**config.mk**
```make
export PLATFORM = sky130hd
export DESIGN_NAME = audio_i2s_if_flat
export DESIGN_NICKNAME = d
export VERILOG_FILES = /design/src/rtl/audio_i2s_if_if.sv /design/src/rtl/audio_i2s_if.sv /design/src/flat_wrapper.sv
export SDC_FILE = /design/constraint.sdc
export NUM_CORES = 1
export LEC_CHECK = 0
export CORE_ASPECT_RATIO = 0.75
export CORE_MARGIN = 2
export CORE_UTILIZATION = 32
export CTS_BUF_LIST = sky130_fd_sc_hd__clkbuf_8
export CTS_CLUSTER_SIZE = 14
export DETAILED_ROUTE_END_ITERATION = 8
export GPL_ROUTABILITY_DRIVEN = 0
export MAX_ROUTING_LAYER = met4
export SLEW_MARGIN = 20
export SYNTH_ARGS = -nofsm -noshare
export SYNTH_HDL_FRONTEND = slang
export SYNTH_SLANG_ARGS = --single-unit
export TNS_END_PERCENT = 100
```
**constraint.sdc**
```tcl
create_clock -name clk_50mhz -period 4.2 [get_ports clk_50mhz]
set_input_delay 0.42 -clock clk_50mhz [delete_from_list [all_inputs] [get_ports clk_50mhz]]
set_output_delay 0.42 -clock clk_50mhz [all_outputs]
set_load 0.05 [all_outputs]
```
**src/rtl/audio_i2s_if_if.sv**
```systemverilog
// rtl/audio_i2s_if_if.sv - sample-pair stream bundle between audio_i2s_if and its user
//
// Purpose: carries the DAC pair handshake into the I2S block and the ADC pair,
// its strobe and the underrun strobe back out.
// Signals (direction as seen from audio_i2s_if, i.e. the slave modport):
//   dac_valid_i  in   DAC pair offered
//   dac_left_i   in   DAC left sample, two's complement
//   dac_right_i  in   DAC right sample
//   dac_ready_o  out  holding register empty; pair accepted when valid & ready
//   adc_valid_o  out  1-cycle strobe: adc_left_o/adc_right_o hold a new pair
//   adc_left_o   out  ADC left sample
//   adc_right_o  out  ADC right sample
//   underrun_o   out  1-cycle strobe: frame started with empty holding register
interface audio_i2s_if_if #(
    parameter int DATA_W = 16
);
    logic              dac_valid_i;
    logic [DATA_W-1:0] dac_left_i;
    logic [DATA_W-1:0] dac_right_i;
    logic              dac_ready_o;
    logic              adc_valid_o;
    logic [DATA_W-1:0] adc_left_o;
    logic [DATA_W-1:0] adc_right_o;
    logic              underrun_o;

    modport slave (
        input  dac_valid_i, dac_left_i, dac_right_i,
        output dac_ready_o, adc_valid_o, adc_left_o, adc_right_o, underrun_o
    );

    modport master (
        output dac_valid_i, dac_left_i, dac_right_i,
        input  dac_ready_o, adc_valid_o, adc_left_o, adc_right_o, underrun_o
    );
endinterface

```
**src/rtl/audio_i2s_if.sv**
```systemverilog
// rtl/audio_i2s_if.sv - I2S master link to the WM8731 codec
//
// Purpose: generates XCK/BCLK/LRCK, serialises DAC pairs onto DACDAT and
// deserialises ADCDAT into pairs, running only while en_i & cf_done_i.
// Ports:
//   clk_50mhz      in   system clock
//   rst_i          in   synchronous reset, active-high
//   en_i           in   block enable
//   cf_done_i      in   codec configuration finished
//   stream_if      slave  DAC pair handshake in, ADC pair / underrun out
//   aud_xck_o      out  codec master clock, clk/4
//   aud_bclk_o     out  bit clock
//   aud_daclrck_o  out  DAC LR clock, 0 = left slot
//   aud_adclrck_o  out  ADC LR clock, same as aud_daclrck_o
//   aud_dacdat_o   out  serial DAC data
//   aud_adcdat_i   in   serial ADC data, asynchronous
module audio_i2s_if #(
    parameter int DATA_W    = 16,
    parameter int SLOT_W    = 32,
    parameter int BCLK_HALF = 8
) (
    input  logic          clk_50mhz,
    input  logic          rst_i,
    input  logic          en_i,
    input  logic          cf_done_i,
    audio_i2s_if_if.slave stream_if,
    output logic          aud_xck_o,
    output logic          aud_bclk_o,
    output logic          aud_daclrck_o,
    output logic          aud_adclrck_o,
    output logic          aud_dacdat_o,
    input  logic          aud_adcdat_i
);

    localparam int CNT_W = $clog2(2 * SLOT_W);
    localparam int DIV_W = $clog2(BCLK_HALF);

    localparam logic [CNT_W-1:0] SLOT_C     = CNT_W'(SLOT_W);
    localparam logic [CNT_W-1:0] LAST_C     = CNT_W'(2 * SLOT_W - 1);
    localparam logic [CNT_W-1:0] DATA_C     = CNT_W'(DATA_W);
    localparam logic [CNT_W-1:0] CNT_ONE_C  = CNT_W'(1);
    localparam logic [DIV_W-1:0] DIV_LAST_C = DIV_W'(BCLK_HALF - 1);
    localparam logic [DIV_W-1:0] DIV_ONE_C  = DIV_W'(1);

    typedef enum logic {
        ST_IDLE = 1'b0,
        ST_RUN  = 1'b1
    } state_t;

    state_t            state_q, state_d;
    logic [1:0]        xck_cnt_q, xck_cnt_d;
    logic [DIV_W-1:0]  div_q, div_d;
    logic [CNT_W-1:0]  bit_q, bit_d;
    logic              bclk_q, bclk_d;
    logic              lrck_q, lrck_d;
    logic              dacdat_q, dacdat_d;
    logic [DATA_W-1:0] tx_l_q, tx_l_d, tx_r_q, tx_r_d;
    logic [DATA_W-1:0] rx_l_q, rx_l_d, rx_r_q, rx_r_d;
    logic              hold_full_q, hold_full_d;
    logic [DATA_W-1:0] hold_l_q, hold_l_d, hold_r_q, hold_r_d;
    logic [DATA_W-1:0] adc_l_q, adc_l_d, adc_r_q, adc_r_d;
    logic              adc_valid_q, adc_valid_d;
    logic              underrun_q, underrun_d;
    logic              sync1_q, sync1_d, sync2_q, sync2_d;

    logic              go;
    logic              accept;
    logic [CNT_W-1:0]  bit_nxt;
    logic              right_nxt;
    logic [CNT_W-1:0]  pos_nxt;
    logic [CNT_W-1:0]  pos_cur;
    logic              tx_slot;
    logic              rx_slot;
    logic              entry;
    logic              wrap;

    assign go     = en_i & cf_done_i;
    assign accept = stream_if.dac_valid_i & ~hold_full_q;

    // Position the next fall event moves to, and the slot position it implies.
    assign bit_nxt   = (bit_q == LAST_C) ? '0 : bit_q + CNT_ONE_C;
    assign right_nxt = (bit_nxt >= SLOT_C);
    assign pos_nxt   = right_nxt ? bit_nxt - SLOT_C : bit_nxt;
    // Slot position currently on the wire; lrck_q always tracks bit_q >= SLOT_W.
    assign pos_cur   = lrck_q ? bit_q - SLOT_C : bit_q;
    // Data occupies positions 1..DATA_W: the one-BCLK I2S delay leaves position 0 empty.
    assign tx_slot   = (pos_nxt != '0) && (pos_nxt <= DATA_C);
    assign rx_slot   = (pos_cur != '0) && (pos_cur <= DATA_C);

    always_comb begin
        state_d     = state_q;
        xck_cnt_d   = xck_cnt_q + 2'd1;
        div_d       = div_q;
        bit_d       = bit_q;
        bclk_d      = bclk_q;
        lrck_d      = lrck_q;
        dacdat_d    = dacdat_q;
        tx_l_d      = tx_l_q;
        tx_r_d      = tx_r_q;
        rx_l_d      = rx_l_q;
        rx_r_d      = rx_r_q;
        hold_full_d = hold_full_q;
        hold_l_d    = hold_l_q;
        hold_r_d    = hold_r_q;
        adc_l_d     = adc_l_q;
        adc_r_d     = adc_r_q;
        adc_valid_d = 1'b0;
        underrun_d  = 1'b0;
        sync1_d     = aud_adcdat_i;
        sync2_d     = sync1_q;
        entry       = 1'b0;
        wrap        = 1'b0;

        if (accept) begin
            hold_full_d = 1'b1;
            hold_l_d    = stream_if.dac_left_i;
            hold_r_d    = stream_if.dac_right_i;
        end

        case (state_q)
            ST_IDLE: begin
                div_d    = '0;
                bit_d    = '0;
                bclk_d   = 1'b0;
                lrck_d   = 1'b0;
                dacdat_d = 1'b0;
                rx_l_d   = '0;
                rx_r_d   = '0;
                if (go) begin
                    state_d = ST_RUN;
                    entry   = 1'b1;
                end
            end
            ST_RUN: begin
                if (!go) begin
                    state_d  = ST_IDLE;
                    div_d    = '0;
                    bit_d    = '0;
                    bclk_d   = 1'b0;
                    lrck_d   = 1'b0;
                    dacdat_d = 1'b0;
                    rx_l_d   = '0;
                    rx_r_d   = '0;
                end else if (div_q != DIV_LAST_C) begin
                    div_d = div_q + DIV_ONE_C;
                end else begin
                    div_d  = '0;
                    bclk_d = ~bclk_q;
                    if (!bclk_q) begin
                        // Rise event: codec data is stable, sample it.
                        if (rx_slot) begin
                            if (lrck_q) begin
                                rx_r_d = (rx_r_q << 1) | DATA_W'(sync2_q);
                            end else begin
                                rx_l_d = (rx_l_q << 1) | DATA_W'(sync2_q);
                            end
                        end
                    end else begin
                        // Fall event: advance the bit position and drive the next bit.
                        bit_d    = bit_nxt;
                        lrck_d   = right_nxt;
                        dacdat_d = 1'b0;
                        if (tx_slot) begin
                            if (right_nxt) begin
                                dacdat_d = tx_r_q[DATA_W-1];
                                tx_r_d   = tx_r_q << 1;
                            end else begin
                                dacdat_d = tx_l_q[DATA_W-1];
                                tx_l_d   = tx_l_q << 1;
                            end
                        end
                        if (bit_q == LAST_C) begin
                            wrap        = 1'b1;
                            adc_l_d     = rx_l_q;
                            adc_r_d     = rx_r_q;
                            adc_valid_d = 1'b1;
                        end
                    end
                end
            end
            default: state_d = ST_IDLE;
        endcase

        // Frame boundary. An accept in this same cycle only happens when the
        // holding register was empty, so the boundary underruns and the new
        // pair waits for the next frame.
        if (entry || wrap) begin
            if (hold_full_q) begin
                tx_l_d      = hold_l_q;
                tx_r_d      = hold_r_q;
                hold_full_d = 1'b0;
            end else begin
                tx_l_d     = '0;
                tx_r_d     = '0;
                underrun_d = wrap;
            end
        end
    end

    always_ff @(posedge clk_50mhz) begin
        if (rst_i) begin
            state_q     <= ST_IDLE;
            xck_cnt_q   <= '0;
            div_q       <= '0;
            bit_q       <= '0;
            bclk_q      <= 1'b0;
            lrck_q      <= 1'b0;
            dacdat_q    <= 1'b0;
            tx_l_q      <= '0;
            tx_r_q      <= '0;
            rx_l_q      <= '0;
            rx_r_q      <= '0;
            hold_full_q <= 1'b0;
            hold_l_q    <= '0;
            hold_r_q    <= '0;
            adc_l_q     <= '0;
            adc_r_q     <= '0;
            adc_valid_q <= 1'b0;
            underrun_q  <= 1'b0;
            sync1_q     <= 1'b0;
            sync2_q     <= 1'b0;
        end else begin
            state_q     <= state_d;
            xck_cnt_q   <= xck_cnt_d;
            div_q       <= div_d;
            bit_q       <= bit_d;
            bclk_q      <= bclk_d;
            lrck_q      <= lrck_d;
            dacdat_q    <= dacdat_d;
            tx_l_q      <= tx_l_d;
            tx_r_q      <= tx_r_d;
            rx_l_q      <= rx_l_d;
            rx_r_q      <= rx_r_d;
            hold_full_q <= hold_full_d;
            hold_l_q    <= hold_l_d;
            hold_r_q    <= hold_r_d;
            adc_l_q     <= adc_l_d;
            adc_r_q     <= adc_r_d;
            adc_valid_q <= adc_valid_d;
            underrun_q  <= underrun_d;
            sync1_q     <= sync1_d;
            sync2_q     <= sync2_d;
        end
    end

    assign aud_xck_o             = xck_cnt_q[1];
    assign aud_bclk_o            = bclk_q;
    assign aud_daclrck_o         = lrck_q;
    assign aud_adclrck_o         = lrck_q;
    assign aud_dacdat_o          = dacdat_q;
    assign stream_if.dac_ready_o = ~hold_full_q;
    assign stream_if.adc_valid_o = adc_valid_q;
    assign stream_if.adc_left_o  = adc_l_q;
    assign stream_if.adc_right_o = adc_r_q;
    assign stream_if.underrun_o  = underrun_q;

endmodule

```
**src/flat_wrapper.sv**
```systemverilog
// flat-port wrapper written by rule: the top's interface ports become plain ports
module audio_i2s_if_flat 
#(
    parameter int DATA_W    = 16,
    parameter int SLOT_W    = 32,
    parameter int BCLK_HALF = 8
)
  (clk_50mhz, rst_i, en_i, cf_done_i, aud_xck_o, aud_bclk_o, aud_daclrck_o, aud_adclrck_o, aud_dacdat_o, aud_adcdat_i, stream_if_dac_valid_i, stream_if_dac_left_i, stream_if_dac_right_i, stream_if_dac_ready_o, stream_if_adc_valid_o, stream_if_adc_left_o, stream_if_adc_right_o, stream_if_underrun_o);
  audio_i2s_if_if #(.DATA_W(DATA_W)) stream_if_i ();
  input  logic clk_50mhz;
  input  logic rst_i;
  input  logic en_i;
  input  logic cf_done_i;
  output logic aud_xck_o;
  output logic aud_bclk_o;
  output logic aud_daclrck_o;
  output logic aud_adclrck_o;
  output logic aud_dacdat_o;
  input  logic aud_adcdat_i;
  input wire logic [$bits(stream_if_i.dac_valid_i)-1:0] stream_if_dac_valid_i;
  input wire logic [$bits(stream_if_i.dac_left_i)-1:0] stream_if_dac_left_i;
  input wire logic [$bits(stream_if_i.dac_right_i)-1:0] stream_if_dac_right_i;
  output wire logic [$bits(stream_if_i.dac_ready_o)-1:0] stream_if_dac_ready_o;
  output wire logic [$bits(stream_if_i.adc_valid_o)-1:0] stream_if_adc_valid_o;
  output wire logic [$bits(stream_if_i.adc_left_o)-1:0] stream_if_adc_left_o;
  output wire logic [$bits(stream_if_i.adc_right_o)-1:0] stream_if_adc_right_o;
  output wire logic [$bits(stream_if_i.underrun_o)-1:0] stream_if_underrun_o;
  assign stream_if_i.dac_valid_i = stream_if_dac_valid_i;
  assign stream_if_i.dac_left_i = stream_if_dac_left_i;
  assign stream_if_i.dac_right_i = stream_if_dac_right_i;
  assign stream_if_dac_ready_o = stream_if_i.dac_ready_o;
  assign stream_if_adc_valid_o = stream_if_i.adc_valid_o;
  assign stream_if_adc_left_o = stream_if_i.adc_left_o;
  assign stream_if_adc_right_o = stream_if_i.adc_right_o;
  assign stream_if_underrun_o = stream_if_i.underrun_o;
  audio_i2s_if #(.DATA_W(DATA_W), .SLOT_W(SLOT_W), .BCLK_HALF(BCLK_HALF)) u_core (.clk_50mhz(clk_50mhz), .rst_i(rst_i), .en_i(en_i), .cf_done_i(cf_done_i), .stream_if(stream_if_i), .aud_xck_o(aud_xck_o), .aud_bclk_o(aud_bclk_o), .aud_daclrck_o(aud_daclrck_o), .aud_adclrck_o(aud_adclrck_o), .aud_dacdat_o(aud_dacdat_o), .aud_adcdat_i(aud_adcdat_i));
endmodule
```
[Word level (Yosys, flattened, before mapping)]
Cells that the tools add are included.
Word-level totals
  ROM bits: 0
  input bits: 38
  memories kept: 0
  memory bits (writable): 0
  bits in latches: 0
  word-level logic and storage cells: 125
  flip-flop bits (word level): 148
Operators by class
  reductions and logical operators: 17
  add/subtract/negate cells: 5
  multiply operators: 0
  divide/modulo/power cells: 0
  magnitude comparators: 3
  multiplexer cells: 61
  eq/ne operators: 10
  bitwise operators: 9
  shift operators: 0
Operator list (count)
  16-bit two-way mux: 26
  16-bit case mux with 2 select lines: 2
  6-bit two-way mux: 6
  16-bit by 1-bit OR with 16-bit output: 2
  3-bit inequality test, second input constant: 7
  1-bit two-way mux: 20
  6-bit by 5-bit <= comparator with 1-bit output, second input constant: 2
  6-bit case mux with 2 select lines: 1
  6-bit AND reduction: 2
  6-bit nonzero test: 2
  6-bit subtractor, second input constant: 2
  2-bit nonzero test: 5
  4-bit AND reduction: 2
  6-bit by 1-bit adder with 6-bit output, second input constant: 1
  6-bit equality test, second input constant: 1
  6-bit >= comparator, second input constant: 1
  3-bit two-way mux: 2
  1-bit case mux with 2 select lines: 3
  3-bit case mux with 2 select lines: 1
  1-bit NOT: 5
  5-bit AND reduction: 1
  2-bit inequality test, second input constant: 2
  3-bit by 1-bit adder with 3-bit output, second input constant: 1
  3-bit OR reduction: 1
  5 further kinds: 7

[Longest topological paths before layout]
  depth after elaboration: 12
  mapped depth: 9
  mapped depth without buffers: 7

[Least setup slack after synthesis]
No wires, ideal clock.
  path kind: register -> register
  start: register u_core.bclk_q (netlist: u_core.aud_bclk_o)
  end: register u_core.tx_r_q[12]
  data arrival time: 2.116 ns
  stages on the path, launching flop included: 6
  setup slack: 1.961 ns
  clock period less this slack: 2.239 ns
  path buffers: 1
  cells stage by stage: dfxtp_1 -> nand2_1 -> o41ai_4 -> o21ai_2 -> buf_2 -> mux2_1
Between the ends
  cells in the longest elaborated chain, start to end: 7
  elaborated cells on any way between the ends: 13
RTL lines
  start: declaration: line audio_i2s_if.sv:54  | logic bclk_q, bclk_d;
  start signal: assignment: line audio_i2s_if.sv:227  | bclk_q <= bclk_d;
  1-bit two-way mux: line audio_i2s_if.sv:149  | if (!bclk_q) begin
  1-bit two-way mux: line audio_i2s_if.sv:144  | end else if (div_q != DIV_LAST_C) begin
  1-bit two-way mux: line audio_i2s_if.sv:135  | if (!go) begin
  1-bit two-way mux: line audio_i2s_if.sv:120  | case (state_q)
  1-bit logical OR: line audio_i2s_if.sv:187  | if (entry || wrap) begin
  2-bit inequality test (no source line) / 2-bit nonzero test (equally long branches)
  6-bit AND reduction (no source line)
  end signal: assignment: line audio_i2s_if.sv:231  | tx_r_q <= tx_r_d;
  end: declaration: line audio_i2s_if.sv:57  | logic [DATA_W-1:0] tx_l_q, tx_l_d, tx_r_q, tx_r_d;
Several ways; a longest one is shown, not always the timed one.
A chain may end at the register's enable or synchronous reset.

[Worst setup path after layout]
  start: register u_core.div_q[0]
  end: register u_core.tx_r_q[8]
Between the ends
  cells in the longest elaborated chain, start to end: 7
  elaborated cells on any way between the ends: 13
RTL lines
  start: declaration: line audio_i2s_if.sv:52  | logic [DIV_W-1:0] div_q, div_d;
  start signal: assignment: line audio_i2s_if.sv:225  | div_q <= div_d;
  3-bit inequality test (*): line audio_i2s_if.sv:144
  1-bit two-way mux: line audio_i2s_if.sv:144
  1-bit two-way mux: line audio_i2s_if.sv:135
  1-bit two-way mux: line audio_i2s_if.sv:120
  1-bit logical OR: line audio_i2s_if.sv:187
  2-bit inequality test (no source line) / 2-bit nonzero test (equally long branches)
  6-bit AND reduction (no source line)
Mark *: on every way between the ends. The rest lies on a longest branch, timed or not.

==> results.tsv <==
metric	value	unit
power density over cell area	381	nW/um^2
Seq/Total Area, Yosys	0.509	
DRT iter0 DRCs	290	
post-synthesis register bit count	148	
first-pass GRT wire length	20.7	mm
largest net degree at the start of global routing	101	
Hold WC Path Type	reg2reg	
CTS root buf	clkbuf_8	
Pre-antenna DRT Iters	5	
R2R cell count	7	
initial antenna violation count	0	
CTS tree	built	
DRC Markers	0	
setup ws final	1.38	ns
R2R Setup Slk	1.38	ns
Post-CTS Setup Bufs	0	
share of cells above drive strength 1	0.0765	
Worst EP required	4.53	ns
via count	4587	
RR Endpoint	u_core.tx_r_q[8]$_SDFFE_PP0P_	
min-delay src	u_core.div_q[0]$_SDFF_PP0_	
Post-Synthesis Cells	677	
GRT Resource Usage Total	0.138	
NumNets Final	774	
Die W	160	um
I/O pin cnt	78	
Area Growth Syn to Fin	23.3	%
Crit Path Class	reg2reg	
post_cts resized	0	
vias per cell	4.65	
leakage	2.73	nW
Cell Area, Synth	5820	um^2
CTS Hold Bufs	0	
post-synth top area share	0.509	
syn nets	719	
Die H	121	um
Slew @ Worst Pin	1.02	ns
remaining global-route overflow	0	
initial core utilization	0.329	
CP max FO	34	
Area after DPL	6760	um^2
number of fill cells	1853	
Power Total	0.00273	W
post-route design area	7180	um^2
hold path cells	1	
Slew HR	0.319	
IO buf count	77	
Worst Clk Skew	0.0102	ns
Routed WL	12.7	mm
Worst Setup End Kind	register	
CTS Buffer Depth	2	
RSZ-0062 raised after global routing	false	
run status	completed	
Peak supply drop	0.000180	V
Most used DFF post-synth	dfxtp_1	
synthesized area per cell	8.60	um^2
number of global-route vias before repair	4214	
clk sinks	148	
endpoints failing setup	0	
DR WL/cell	12.9	um
final worst-path cycle share	0.672	
setup total negative slack	0	ns
library cells used by synthesis	45	
Final Max Tran Viols	0	
largest area contributor in the netlist	dfxtp_1	
MaxCap Viol Count	0	
final-report hold violation count	0	
crit path DAT	3.15	ns
HPWL after DPL	8.04	mm
commonest cells in the netlist	nand2_1 (164), dfxtp_1 (148), a21oi_1 (96), nor2_1 (46), mux2i_1 (39)	
diode count	0	
startpoint types	register	
EDFF count, synth	0	
most frequent cell after synthesis	nand2_1	
CTS clk-pin slew, worst paths	0.08	ns
Total Die Area	19300	um^2
worst r2r src	u_core.div_q[0]$_SDFF_PP0_	
num rows	42	
Synth warnings	0	
Hold Path Sink	u_core.div_q[0]$_SDFF_PP0_	
Num CTS Buffers	17	
pre-CTS WS	1.33	ns
fmax	355	MHz
Clock Latency Late Sink	0.44	ns
post-route ant nets	0	
H-tree depth	4	
post-route minimum period	2.82	ns
Async SR Flop Fraction	0	
CORE AREA	17700	um^2
ranking of synthesized cells by area	dfxtp_1 (51%), nand2_1 (11%), a21oi_1 (8.3%), mux2i_1 (6.7%), nor2_1 (3.0%)	
[registers in the layout (all words and copies together) (netlist names), 2 cells and up]
signal and count:
u_core.xck_cnt_q 2, u_core.stream_if.adc_left_o 16, u_core.tx_r_q 16, u_core.hold_r_q 16
u_core.bit_q 6, u_core.hold_l_q 16, u_core.rx_r_q 16, u_core.rx_l_q 16
u_core.tx_l_q 16, u_core.stream_if.adc_right_o 16, u_core.div_q 3
[metrics by stage]
stage          hold slack (ns)  instances   util
6_report                 0.441        987  0.405
2_1_floorplan            0.404        677      -
5_1_grt                  0.466        987  0.405
3_3_place_gp             0.417        955  0.382
4_1_cts                  0.446        987  0.405
3_5_place_dp             0.433        955  0.382
[cell usage in the layout (no fill, tap or decap), drive strengths merged, types with 2 or more instances in the layout]
| cell type | instances |
|---|---|
| nand2 | 164 |
| dfxtp | 148 |
| a21oi | 96 |
| clkdlybuf4s50 | 76 |
| nor2 | 46 |
| mux2i | 39 |
| nand3 | 21 |
| clkbuf | 18 |
| and3 | 16 |
| o2bb2ai | 15 |
| inv | 15 |
| nor2b | 13 |
| buf | 9 |
| mux2 | 9 |
| a21o | 7 |
| xnor2 | 4 |
| nand4 | 4 |
| ha | 4 |
| nor3 | 4 |
| nor3b | 3 |
| a31oi | 3 |
| clkinv | 3 |
| o21ai | 3 |
| or3 | 2 |
| and2 | 2 |
| o21a | 2 |
| bufinv | 2 |
| clkinvlp | 2 |
[critical path: stages, from the launching register on]
cell,delay (ns)
dfxtp_1,0.33
ha_1,0.19
ha_1,0.28
nand2_1,0.39
o41ai_4,0.10
buf_4,0.25
o21ai_2,0.75
mux2_2,0.41
[layout make-up]
| class | count | area, um^2 | share of cell area |
|---|---|---|---|
| inverters | 8 | 30.0 | 0.00418 |
| clock buffers | 18 | 248 | 0.0345 |
| clock inverters | 14 | 168 | 0.0234 |
| flip-flops and latches | 148 | 2960 | 0.413 |
| well taps | 242 | 303 | 0.0422 |
| multi-input cells | 472 | 2640 | 0.368 |
| repair buffers | 85 | 828 | 0.115 |
[worst max-delay path by stage]
stage / slack [ns] / startpoint / endpoint / depth (start not counted)
global placement: 1.41 / u_core.div_q[0]$_SDFF_PP0_ / u_core.tx_r_q[8]$_SDFFE_PP0P_ / 7
floorplan: 1.96 / u_core.aud_bclk_o$_SDFFE_PP0P_ / u_core.tx_r_q[12]$_SDFFE_PP0P_ / 5
global route: 1.19 / u_core.div_q[0]$_SDFF_PP0_ / u_core.tx_r_q[6]$_SDFFE_PP0P_ / 7
CTS: 1.31 / u_core.div_q[0]$_SDFF_PP0_ / u_core.tx_r_q[5]$_SDFFE_PP0P_ / 7
finish: 1.38 / u_core.div_q[0]$_SDFF_PP0_ / u_core.tx_r_q[8]$_SDFFE_PP0P_ / 7
detailed placement: 1.33 / u_core.div_q[0]$_SDFF_PP0_ / u_core.tx_r_q[5]$_SDFFE_PP0P_ / 7
[cells by family (layout without fill, tap and decap cells)]
family / after synthesis / after routing / synth area share
compound gates: 136 / 136 / 0.142
xor+xnor: 5 / 5 / 0.00752
buf+inv: 57 / 125 / 0.0406
mux: 48 / 48 / 0.0844
simple gates: 279 / 279 / 0.208
fa+ha+maj: 4 / 4 / 0.00860
flops: 148 / 148 / 0.509
[power by group]
| group | switching (W) | internal [W] |
|---|---|---|
| clock network | 0.000584 | 0.000564 |
| logic | 0.0000871 | 0.0000580 |
| registers | 0.0000143 | 0.00143 |
[layer usage]
metal,vias to the layer above,track usage,part of all wire
li1,2407,-,-
met1,2077,0.186,0.53
met2,94,0.201,0.42
met3,9,0.0391,0.042
met4,0,0.0409,0.0072
met5,-,-,0
No activity file was read; power rests on OpenSTA's default activity.
